## config.mk

```make
export PLATFORM = sky130hd
export DESIGN_NAME = brick_field
export DESIGN_NICKNAME = d
export VERILOG_FILES = /design/src/rtl/brick_field_pkg.sv /design/src/rtl/brick_field_store.sv /design/src/rtl/brick_field.sv
export SDC_FILE = /design/constraint.sdc
export NUM_CORES = 1
export LEC_CHECK = 0
export BUFFER_PORTS_ARGS = -buffer_cell sky130_fd_sc_hd__buf_2
export CAP_MARGIN = 5
export CORE_AREA = 3 3 198 200
export CTS_BUF_LIST = sky130_fd_sc_hd__clkbuf_4 sky130_fd_sc_hd__clkbuf_8
export CTS_CLUSTER_SIZE = 24
export DETAILED_ROUTE_END_ITERATION = 8
export DIE_AREA = 0 0 201 203
export GPL_TIMING_DRIVEN = 0
export MAX_ROUTING_LAYER = met4
export PLACE_DENSITY = 0.61
export SYNTH_ARGS = -nofsm -noshare
export SYNTH_HDL_FRONTEND = slang
export SYNTH_SLANG_ARGS = --single-unit
```

## constraint.sdc

```tcl
create_clock -name clk -period 9.5 [get_ports clk]
set_clock_uncertainty 0.15 [all_clocks]
set_input_delay 1.9 -clock clk [delete_from_list [all_inputs] [get_ports clk]]
set_output_delay 1.9 -clock clk [all_outputs]
set_load 0.03 [all_outputs]
```

## src/rtl/brick_field_pkg.sv

```systemverilog
// Shared types and helpers for the brick-wall controller.
package brick_field_pkg;

    // Wall controller state: IDLE serves the game, FILL rewrites the wall.
    typedef enum logic {
        IDLE = 1'b0,
        FILL = 1'b1
    } fill_state_t;

    // Address width for a store of n bricks; never narrower than one bit.
    function automatic int idxWidth(input int n);
        return (n > 1) ? $clog2(n) : 1;
    endfunction

endpackage

```

## src/rtl/brick_field_store.sv

```systemverilog
// Brick strength memory: one asynchronous scan read port and one write port
// shared between the level fill and ball hits, with the fill taking priority.
module brick_field_store
    import brick_field_pkg::*;
#(
    parameter int N      = 128,
    parameter int IW     = 7,
    parameter int HITS_W = 2
) (
    input  logic              clk,
    input  logic [IW-1:0]     rd_addr_i,
    output logic [HITS_W-1:0] rd_data_o,
    input  logic              fill_we_i,
    input  logic [IW-1:0]     fill_addr_i,
    input  logic [HITS_W-1:0] fill_data_i,
    input  logic              hit_we_i,
    input  logic [IW-1:0]     hit_addr_i,
    input  logic [HITS_W-1:0] hit_data_i
);

    logic [HITS_W-1:0] mem_q [N];
    logic              we;
    logic [IW-1:0]     wrAddr;
    logic [HITS_W-1:0] wrData;

    // Pick the single write for this clock; a running fill owns the port.
    always_comb begin
        we     = fill_we_i | hit_we_i;
        wrAddr = hit_addr_i;
        wrData = hit_data_i;
        if (fill_we_i) begin
            wrAddr = fill_addr_i;
            wrData = fill_data_i;
        end
    end

    // Contents are only meaningful after a fill, so the array has no reset.
    always_ff @(posedge clk) begin
        if (we) mem_q[wrAddr] <= wrData;
    end

    assign rd_data_o = mem_q[rd_addr_i];

endmodule

```

## src/rtl/brick_field.sv

```systemverilog
// Brick-wall controller: beam-driven scan of the brick grid, per-frame hit
// application, live brick counting and wall refill for each new level.
module brick_field
    import brick_field_pkg::*;
#(
    parameter int BRICKS_H = 16,
    parameter int BRICKS_V = 8,
    parameter int BW_LOG2  = 5,
    parameter int BH_LOG2  = 4,
    parameter int TOP_Y    = 128,
    parameter int LEFT_X   = 16,
    parameter int HITS_W   = 2
) (
    input  logic                                   clk,
    input  logic                                   reset,
    input  logic [9:0]                             hpos_i,
    input  logic [9:0]                             vpos_i,
    input  logic                                   vsync_i,
    input  logic                                   hit_i,
    input  logic                                   refill_i,
    input  logic [HITS_W-1:0]                      level_i,
    output logic                                   brick_present_o,
    output logic [HITS_W-1:0]                      brick_strength_o,
    output logic                                   brick_gfx_o,
    output logic                                   incscore_o,
    output logic [$clog2(BRICKS_H*BRICKS_V+1)-1:0] bricks_left_o,
    output logic                                   level_clear_o,
    output logic                                   busy_o
);

    localparam int N  = BRICKS_H * BRICKS_V;
    localparam int IW = idxWidth(N);
    localparam int CW = $clog2(N + 1);

    fill_state_t       state_q;
    logic [IW-1:0]     fillIdx_q;
    logic [HITS_W-1:0] fillVal_q;
    logic [CW-1:0]     bricksLeft_q;
    logic              incscore_q;
    logic [IW-1:0]     index_q;
    logic              idxValid_q;
    logic [IW-1:0]     presentIdx_q;
    logic              brick_present_q;
    logic [HITS_W-1:0] brick_strength_q;
    logic [N-1:0]      lock_q;
    logic [N-1:0]      lock_d;

    logic [9:0]        dy, dx, rowFull, colFull;
    logic              inArea, cellStart, hitOk, fwd;
    logic [IW-1:0]     cellIdx;
    logic [HITS_W-1:0] rdData, scanData, newStrength, refillVal;

    // Wall-relative beam offsets wrap as 10-bit unsigned, so positions left
    // of or above the wall land far outside the grid and fail the area test.
    assign dy        = vpos_i - 10'(TOP_Y);
    assign dx        = hpos_i - 10'(LEFT_X);
    assign rowFull   = dy >> BH_LOG2;
    assign colFull   = dx >> BW_LOG2;
    assign inArea    = (rowFull < 10'(BRICKS_V)) && (colFull < 10'(BRICKS_H));
    assign cellStart = (dx[BW_LOG2-1:0] == '0);
    assign cellIdx   = IW'(int'(rowFull) * BRICKS_H + int'(colFull));

    assign newStrength = brick_strength_q - HITS_W'(1);
    assign refillVal   = (level_i == '0) ? HITS_W'(1) : level_i;
    assign hitOk       = hit_i && brick_present_q && (state_q == IDLE)
                         && !lock_q[presentIdx_q] && !refill_i;
    // A hit written this clock to the cell being rescanned is forwarded so
    // the displayed strength never shows the pre-hit value for a clock.
    assign fwd         = hitOk && (presentIdx_q == index_q);
    assign scanData    = fwd ? newStrength : rdData;

    brick_field_store #(
        .N      (N),
        .IW     (IW),
        .HITS_W (HITS_W)
    ) u_store (
        .clk         (clk),
        .rd_addr_i   (index_q),
        .rd_data_o   (rdData),
        .fill_we_i   (state_q == FILL),
        .fill_addr_i (fillIdx_q),
        .fill_data_i (fillVal_q),
        .hit_we_i    (hitOk),
        .hit_addr_i  (presentIdx_q),
        .hit_data_i  (newStrength)
    );

    // Two-stage scan: latch the cell index at each cell start, then load that
    // cell's strength into the output registers on the following clock.
    always_ff @(posedge clk or posedge reset) begin
        if (reset) begin
            index_q          <= '0;
            idxValid_q       <= 1'b0;
            presentIdx_q     <= '0;
            brick_present_q  <= 1'b0;
            brick_strength_q <= '0;
        end else begin
            if (inArea && cellStart) begin
                index_q    <= cellIdx;
                idxValid_q <= 1'b1;
            end else if (!inArea) begin
                idxValid_q <= 1'b0;
            end
            if (!inArea || (state_q == FILL) || !idxValid_q) begin
                brick_present_q  <= 1'b0;
                brick_strength_q <= '0;
            end else begin
                brick_present_q  <= (scanData != '0);
                brick_strength_q <= scanData;
                presentIdx_q     <= index_q;
            end
        end
    end

    // Per-brick hit lock: vsync releases every brick, a hit locks its brick.
    always_comb begin
        lock_d = vsync_i ? '0 : lock_q;
        if (hitOk) lock_d[presentIdx_q] = 1'b1;
    end

    // Lock register for the once-per-frame hit rule.
    always_ff @(posedge clk or posedge reset) begin
        if (reset) lock_q <= '0;
        else       lock_q <= lock_d;
    end

    // Level FSM with the fill walker, brick counter and score pulse; a
    // refill always restarts the walk and swallows any same-clock hit.
    always_ff @(posedge clk or posedge reset) begin
        if (reset) begin
            state_q      <= FILL;
            fillIdx_q    <= '0;
            fillVal_q    <= HITS_W'(1);
            bricksLeft_q <= '0;
            incscore_q   <= 1'b0;
        end else begin
            incscore_q <= 1'b0;
            if (refill_i) begin
                fillVal_q <= refillVal;
                fillIdx_q <= '0;
                state_q   <= FILL;
            end else begin
                case (state_q)
                    IDLE: begin
                        if (hitOk && (newStrength == '0)) begin
                            incscore_q <= 1'b1;
                            if (bricksLeft_q != '0) bricksLeft_q <= bricksLeft_q - CW'(1);
                        end
                    end
                    FILL: begin
                        if (fillIdx_q == IW'(N - 1)) begin
                            bricksLeft_q <= CW'(N);
                            state_q      <= IDLE;
                        end else begin
                            fillIdx_q <= fillIdx_q + IW'(1);
                        end
                    end
                    default: state_q <= FILL;
                endcase
            end
        end
    end

    assign brick_present_o  = brick_present_q;
    assign brick_strength_o = brick_strength_q;
    assign brick_gfx_o      = brick_present_q && (dy[BH_LOG2-1:0] != '0)
                              && (dx[BW_LOG2-1:0] != '1);
    assign incscore_o       = incscore_q;
    assign bricks_left_o    = bricksLeft_q;
    assign level_clear_o    = (bricksLeft_q == '0) && (state_q == IDLE);
    assign busy_o           = (state_q == FILL);

endmodule

```

Yosys cells after proc, flatten, opt, wreduce, memory -nomap -nowiden
Memory sizes are Yosys's and may differ from the RTL's.
Index checks and enable logic that the tools add are counted.
Widths: inputs -> output; s select.
{"block": "classes", "add_sub_neg": 6, "magnitude_cmp": 4, "eq_ne": 8, "n_mux": 29, "n_bitwise": 4, "n_reduce_logical": 28}
{"op": "$mux 128", "n": 2}
{"op": "$or 128x128->128", "n": 1}
{"op": "$mux 7", "n": 4}
{"op": "$mux 8", "n": 3}
{"op": "$pmux 8 s2", "n": 1}
{"op": "$mux 1", "n": 13}
{"op": "$logic_and 1x1->1", "n": 12}
{"op": "$sub 10x5->10 const B", "n": 1}
{"op": "$sub 10x8->10 const B", "n": 1}
{"op": "$logic_not 8->1", "n": 1}
{"op": "$lt 7x8->1 const B", "n": 1}
{"op": "$mux 2", "n": 4}
{"op": "$ne 2x1->1 const B", "n": 4}
{"op": "$reduce_bool 8->1", "n": 1}
{"op": "$sub 8x1->8 const B", "n": 1}
{"op": "$add 7x1->7 const B", "n": 1}
{"op": "$add 7x5->7", "n": 1}
{"op": "$bmux 1 s7", "n": 1}
{"op": "$demux 1 s7", "n": 1}
{"op": "$eq 7x7->1", "n": 1}
{"op": "$eq 7x7->1 const B", "n": 1}
{"op": "$ge 7x1->1 const B", "n": 1}
{"op": "$lt 6x4->1 const B", "n": 1}
{"op": "$logic_not 5->1", "n": 1}
{"op": "13 further kinds", "n": 20}
{"block": "word_totals", "ff_bits": 165, "ram_bits": 256, "in_bits": 27, "output_inout_bits": 15, "mem_count": 1}
{"memory": "u_store.mem_q", "words": 128, "word_bits": 2, "rd": 1, "rd_clocked_by_memory_dff": 0, "write_ports": 1, "line": "brick_field_store.sv:21", "text": "logic [HITS_W-1:0] mem_q [N];"}

Logic depth before layout (Yosys ltp)
{"block": "logic_depth", "depth_word": 9, "mapped_depth": 12, "mapped_depth_nobuf": 10}

Cells and area by module
From an unflattened synthesis, not the netlist that was laid out.
{"block": "unflattened", "hier_cells": 1322, "area_unflattened_um2": 18579.1}
{"module": "brick_field_store", "n_inst": 1, "cells_per_inst": 633, "area_each_um2": 10736.5}
{"module": "brick_field", "n_inst": 1, "cells_per_inst": 689, "area_each_um2": 7842.5}

Least setup slack after synthesis
OpenSTA, ideal clock, no wires.
{"block": "synth_timing", "path_kind": "reg2reg", "start": "reg state_q (netlist: busy_o)", "end": "mem u_store.mem_q[0][0] (data pin)", "arrival_time_ns": 6.058, "slack_ns": 2.094, "path_stages_with_launch": 5, "period_less_slack_ns": 7.406, "cell_sequence": "dfstp_2 > clkbuf_1 > buf_2 > buf_1 > o21ai_0"}
{"block": "synth_via", "elab_chain_cells": 1}
{"element": "from (decl)", "line": "brick_field.sv:35", "text": "fill_state_t state_q;"}
{"element": "from (signal assigned)", "line": "brick_field.sv:131", "text": "state_q <= FILL;"}
{"element": "from (signal assigned)", "line": "brick_field.sv:141", "text": "state_q <= FILL;"}
{"element": "from (signal assigned)", "line": "brick_field.sv:153", "text": "state_q <= IDLE;"}
{"element": "$mux 2", "line": "brick_field_store.sv:31", "text": "if (fill_we_i) begin"}
{"element": "named net u_store.wrData[0]", "line": "brick_field_store.sv:24", "text": "logic [HITS_W-1:0] wrData;"}
{"element": "to (decl)", "line": "brick_field_store.sv:21"}
The timed path passes the listed nets, and every way through them passes these cells.

Worst setup path in the final report
{"block": "layout_timing", "start": "in vpos_i[1]", "end": "out brick_gfx_o"}
{"block": "layout_via", "elab_chain_cells": 4}
{"element": "from (decl)", "line": "brick_field.sv:17", "text": "input logic [9:0] vpos_i,"}
{"element": "$sub 10x8->10", "line": "brick_field.sv:55", "text": "assign dy = vpos_i - 10'(TOP_Y);"}
{"element": "$reduce_bool 4->1", "line": "brick_field.sv:166", "text": "assign brick_gfx_o = brick_present_q && (dy[BH_LOG2-1:0] != '0)"}
{"element": "$logic_and 1x1->1", "line": "brick_field.sv:166"}
{"element": "$logic_and 1x1->1", "line": "brick_field.sv:167", "text": "&& (dx[BW_LOG2-1:0] != '1);"}
{"element": "to (decl)", "line": "brick_field.sv:24", "text": "output logic brick_gfx_o,"}
No other way between the ends.

==> impl_metrics.tcl <==
set metrics [dict create \
    status "finished, final reports clean" \
    post_cts_resized 0 \
    p_leak_nw 7.47 \
    slew_headroom 0.315 \
    reg2reg_slack_ns 5.22 \
    ir_worst_vdd_v 0.000112 \
    hold_path_class "reg -> reg" \
    synth_edf_count 256 \
    ys_seq_area_frac 0.632 \
    overflow 0 \
    row_count 71 \
    dp.cells 2015 \
    core_um2 37600 \
    critical_path.cell_chain "buf_2, o41ai_1, a21oi_1, buf_2" \
    cp.required_ns 7.45 \
    worstSkewPairLatency_ns 0.62 \
    min_path_cells 1 \
    crit_type "in -> out" \
    p_int_mw 2.93 \
    instances_no_fill 2139 \
    fmax_mhz 215 \
    mostFrequentLayoutCells "256 x edfxtp_1, 163 x dfrtp_1, 155 x nor2_1" \
    final-max-slew-violation-count 0 \
    grt_max_degree 111 \
    min_period_ns 4.66 \
    path_max_fanout 1 \
    cp_slowest_cell "o41ai_1" \
    grt_pass1_wl_mm 79.4 \
    hold_viol_final 0 \
    p_clk_frac 0.421 \
    hold_ws_ns 0.353 \
    synthCells 1459 \
    die_y_um 203 \
    cts_buffers 71 \
    min_from "bricks_left_o[5]" \
    dr.pass1.iters 5 \
    clockRootBuffer "clkbuf_8" \
    drc 0 \
    dp_hpwl_mm 35.1 \
    clockBufferDepth 3 \
    synth_ff_type "edfxtp_1" \
    regToRegEndpoint "brick_present_o" \
    reg2reg_from "index_q[1]" \
    powerDensity_nw_per_um2 181 \
    wl_per_cell_um 24.5 \
    cts_tree "yes" \
    p_sw_mw 0.897 \
    path_common_cell "buf_2" \
    rr_worst_depth 11 \
    cts_max_level 3 \
    tightest_slew_ns 1.03 \
    syn_area_per_cell_um2 12.8 \
    p_comb_frac 0.064 \
    gp_congestion 0.915 \
    route.vias.total 12800 \
    port_buffers 40 \
    netSwitchingFraction 0.234 \
    arrival_ns 2.61 \
    antenna_left 0 \
    synthesis.area_um2 18700 \
    cap_violations 0 \
    pin_count 42 \
    seq_power_share 0.515 \
    first_iter_violations 1248 \
    finalCritPeriodShare 0.490 \
    ys_warn_count 0 \
    critical_path_buf_inv_count 2 \
    crit_path_end_kind "output port" \
    postCtsHoldBufs 0 \
    syn-num-nets 1494 \
    fin_nets 1612 \
    antenna_found_initial 1 \
    cpPeakStageDelay_ns 0.35 \
    layout-drive-gt1-share 0.183 \
    die_width_um 201 \
    dieArea_um2 40800 \
    final_common_cell "edfxtp_1" \
    synth_cell_types 78 \
    routed_wl_mm 52.4 \
    grt_setup_unrepaired "no" \
    grt_usage 0.266 \
    holdPathEnd "bricks_left_o[5]" \
    path_delay_family "compound AO/OA/AOI/OAI gates" \
    synthArstFlopShare 0.392 \
    viasPerCell 5.96 \
    clk_pin_slew_ns 0.06 \
    postCtsSetupRepairBufs 0 \
    worstSetupStartpointType "primary input" \
    clock_sinks 421 \
    area_delta_synth_final_pct 12.8 \
    grt_pass1_vias 12900 \
    synth_seq_cells 421 \
    setup_violations 0 \
    initial_core_util 0.498 \
]
==> worst register-to-register path, delay by kind of cell (launching register included) <==
| family | cells | cell delay, ns |
|---|---|---|
| muxes | 2 | 0.97 |
| and+or+nand+nor | 3 | 0.48 |
| buffers and inverters | 3 | 1.49 |
| DFF | 1 | 0.37 |
| AOI/OAI and AO/OA | 3 | 0.67 |
==> registers in the layout (all words and copies together), names as in the netlist <==
signal and count:
presentIdx_q 7, brick_strength_o 2, brick_present_o 1, fillIdx_q 7
busy_o 1, index_q 7, incscore_o 1, lock_q 128
fillVal_q 2, bricks_left_o 8, idxValid_q 1, u_store.mem_q 256
==> per-layer routing <==
layer	up-vias	GRT usage	routed length (um)	part of all wire
met5	-	-	0	0
met4	0	0.0974	1710	0.033
met3	131	0.0443	3450	0.066
met2	503	0.424	25800	0.49
met1	6457	0.347	21400	0.41
li1	5661	-	-	-
==> worst max-delay path by stage <==
stage | start | to | slack, ns | depth (start not counted)
floorplan | busy_o | u_store.mem_q[0][0] | 2.09 | 4
global placement | busy_o | u_store.mem_q[104][0] | -3.19 | 4
detailed placement | vpos_i[1] | brick_gfx_o | 4.82 | 4
CTS | vpos_i[1] | brick_gfx_o | 4.82 | 4
global route | vpos_i[1] | brick_gfx_o | 4.79 | 4
finish | vpos_i[1] | brick_gfx_o | 4.84 | 4
==> power by group through the flow <==
stage	combinational, mW	clock, mW	sequential [mW]
final	0.245	1.61	1.97
after global routing	0.263	1.72	1.97
after CTS	0.247	1.63	1.97
after detailed placement	0.246	0	2.01
after global placement	0.232	0	2.02
after floorplan	0.142	0	2.01
==> final cells by class <==
cell class              count  area, um2
flip-flops and latches    421      11800
multi-input cells         793       5890
plain buffers              94        450
inverters                 151        574
clock inverters            25        170
well taps                 511        639
fillers                  3171      16500
repair buffers             45        330
clock buffers              98       1220
diodes                      1       2.50
==> logic make-up (layout without fill, tap and decap cells) <==
| kind of cell | count (synthesis) | count (layout) | share of synthesized area |
|---|---|---|---|
| compound gates | 275 | 275 | 0.103 |
| mux | 137 | 137 | 0.112 |
| simple gates | 357 | 357 | 0.0866 |
| buf+inv | 245 | 413 | 0.0544 |
| flops | 421 | 421 | 0.632 |
| xor+xnor | 16 | 16 | 0.00749 |
| fa+ha+maj | 8 | 8 | 0.00535 |
| other cells | 0 | 1 | 0 |
==> synthesized netlist by cell type (10+ instances only) <==
cell type | instances | area (um2)
o21ai_0 | 22 | 110
mux2_2 | 10 | 113
nor2_1 | 155 | 582
nand3_1 | 26 | 130
dfrtp_1 | 163 | 4080
a221oi_1 | 17 | 149
a21oi_1 | 16 | 80.1
edfxtp_1 | 256 | 7690
nor3_1 | 18 | 90.1
xnor2_1 | 10 | 87.6
nand2_1 | 96 | 360
mux4_2 | 56 | 1260
mux2i_1 | 69 | 691
nor2b_1 | 14 | 87.6
clkbuf_1 | 41 | 154
inv_1 | 147 | 552
o221ai_1 | 16 | 140
o22ai_1 | 141 | 882
buf_2 | 38 | 190
==> metrics by stage <==
stage / setup WS, ns / TNS (ns) / cell area [um2] / power (mW) / utilization
2_1_floorplan: 2.09 / 0 / 18700 / 2.15 / -
3_3_place_gp: -3.19 / -406.76 / 19600 / 2.25 / 0.520
3_5_place_dp: 4.82 / 0 / 19700 / 2.25 / 0.524
4_1_cts: 4.82 / 0 / 21100 / 3.85 / 0.562
5_1_grt: 4.79 / 0 / 21100 / 3.96 / 0.562
6_report: 4.84 / 0 / 21100 / 3.83 / 0.562
No activity file was read; power rests on OpenSTA's default activity.
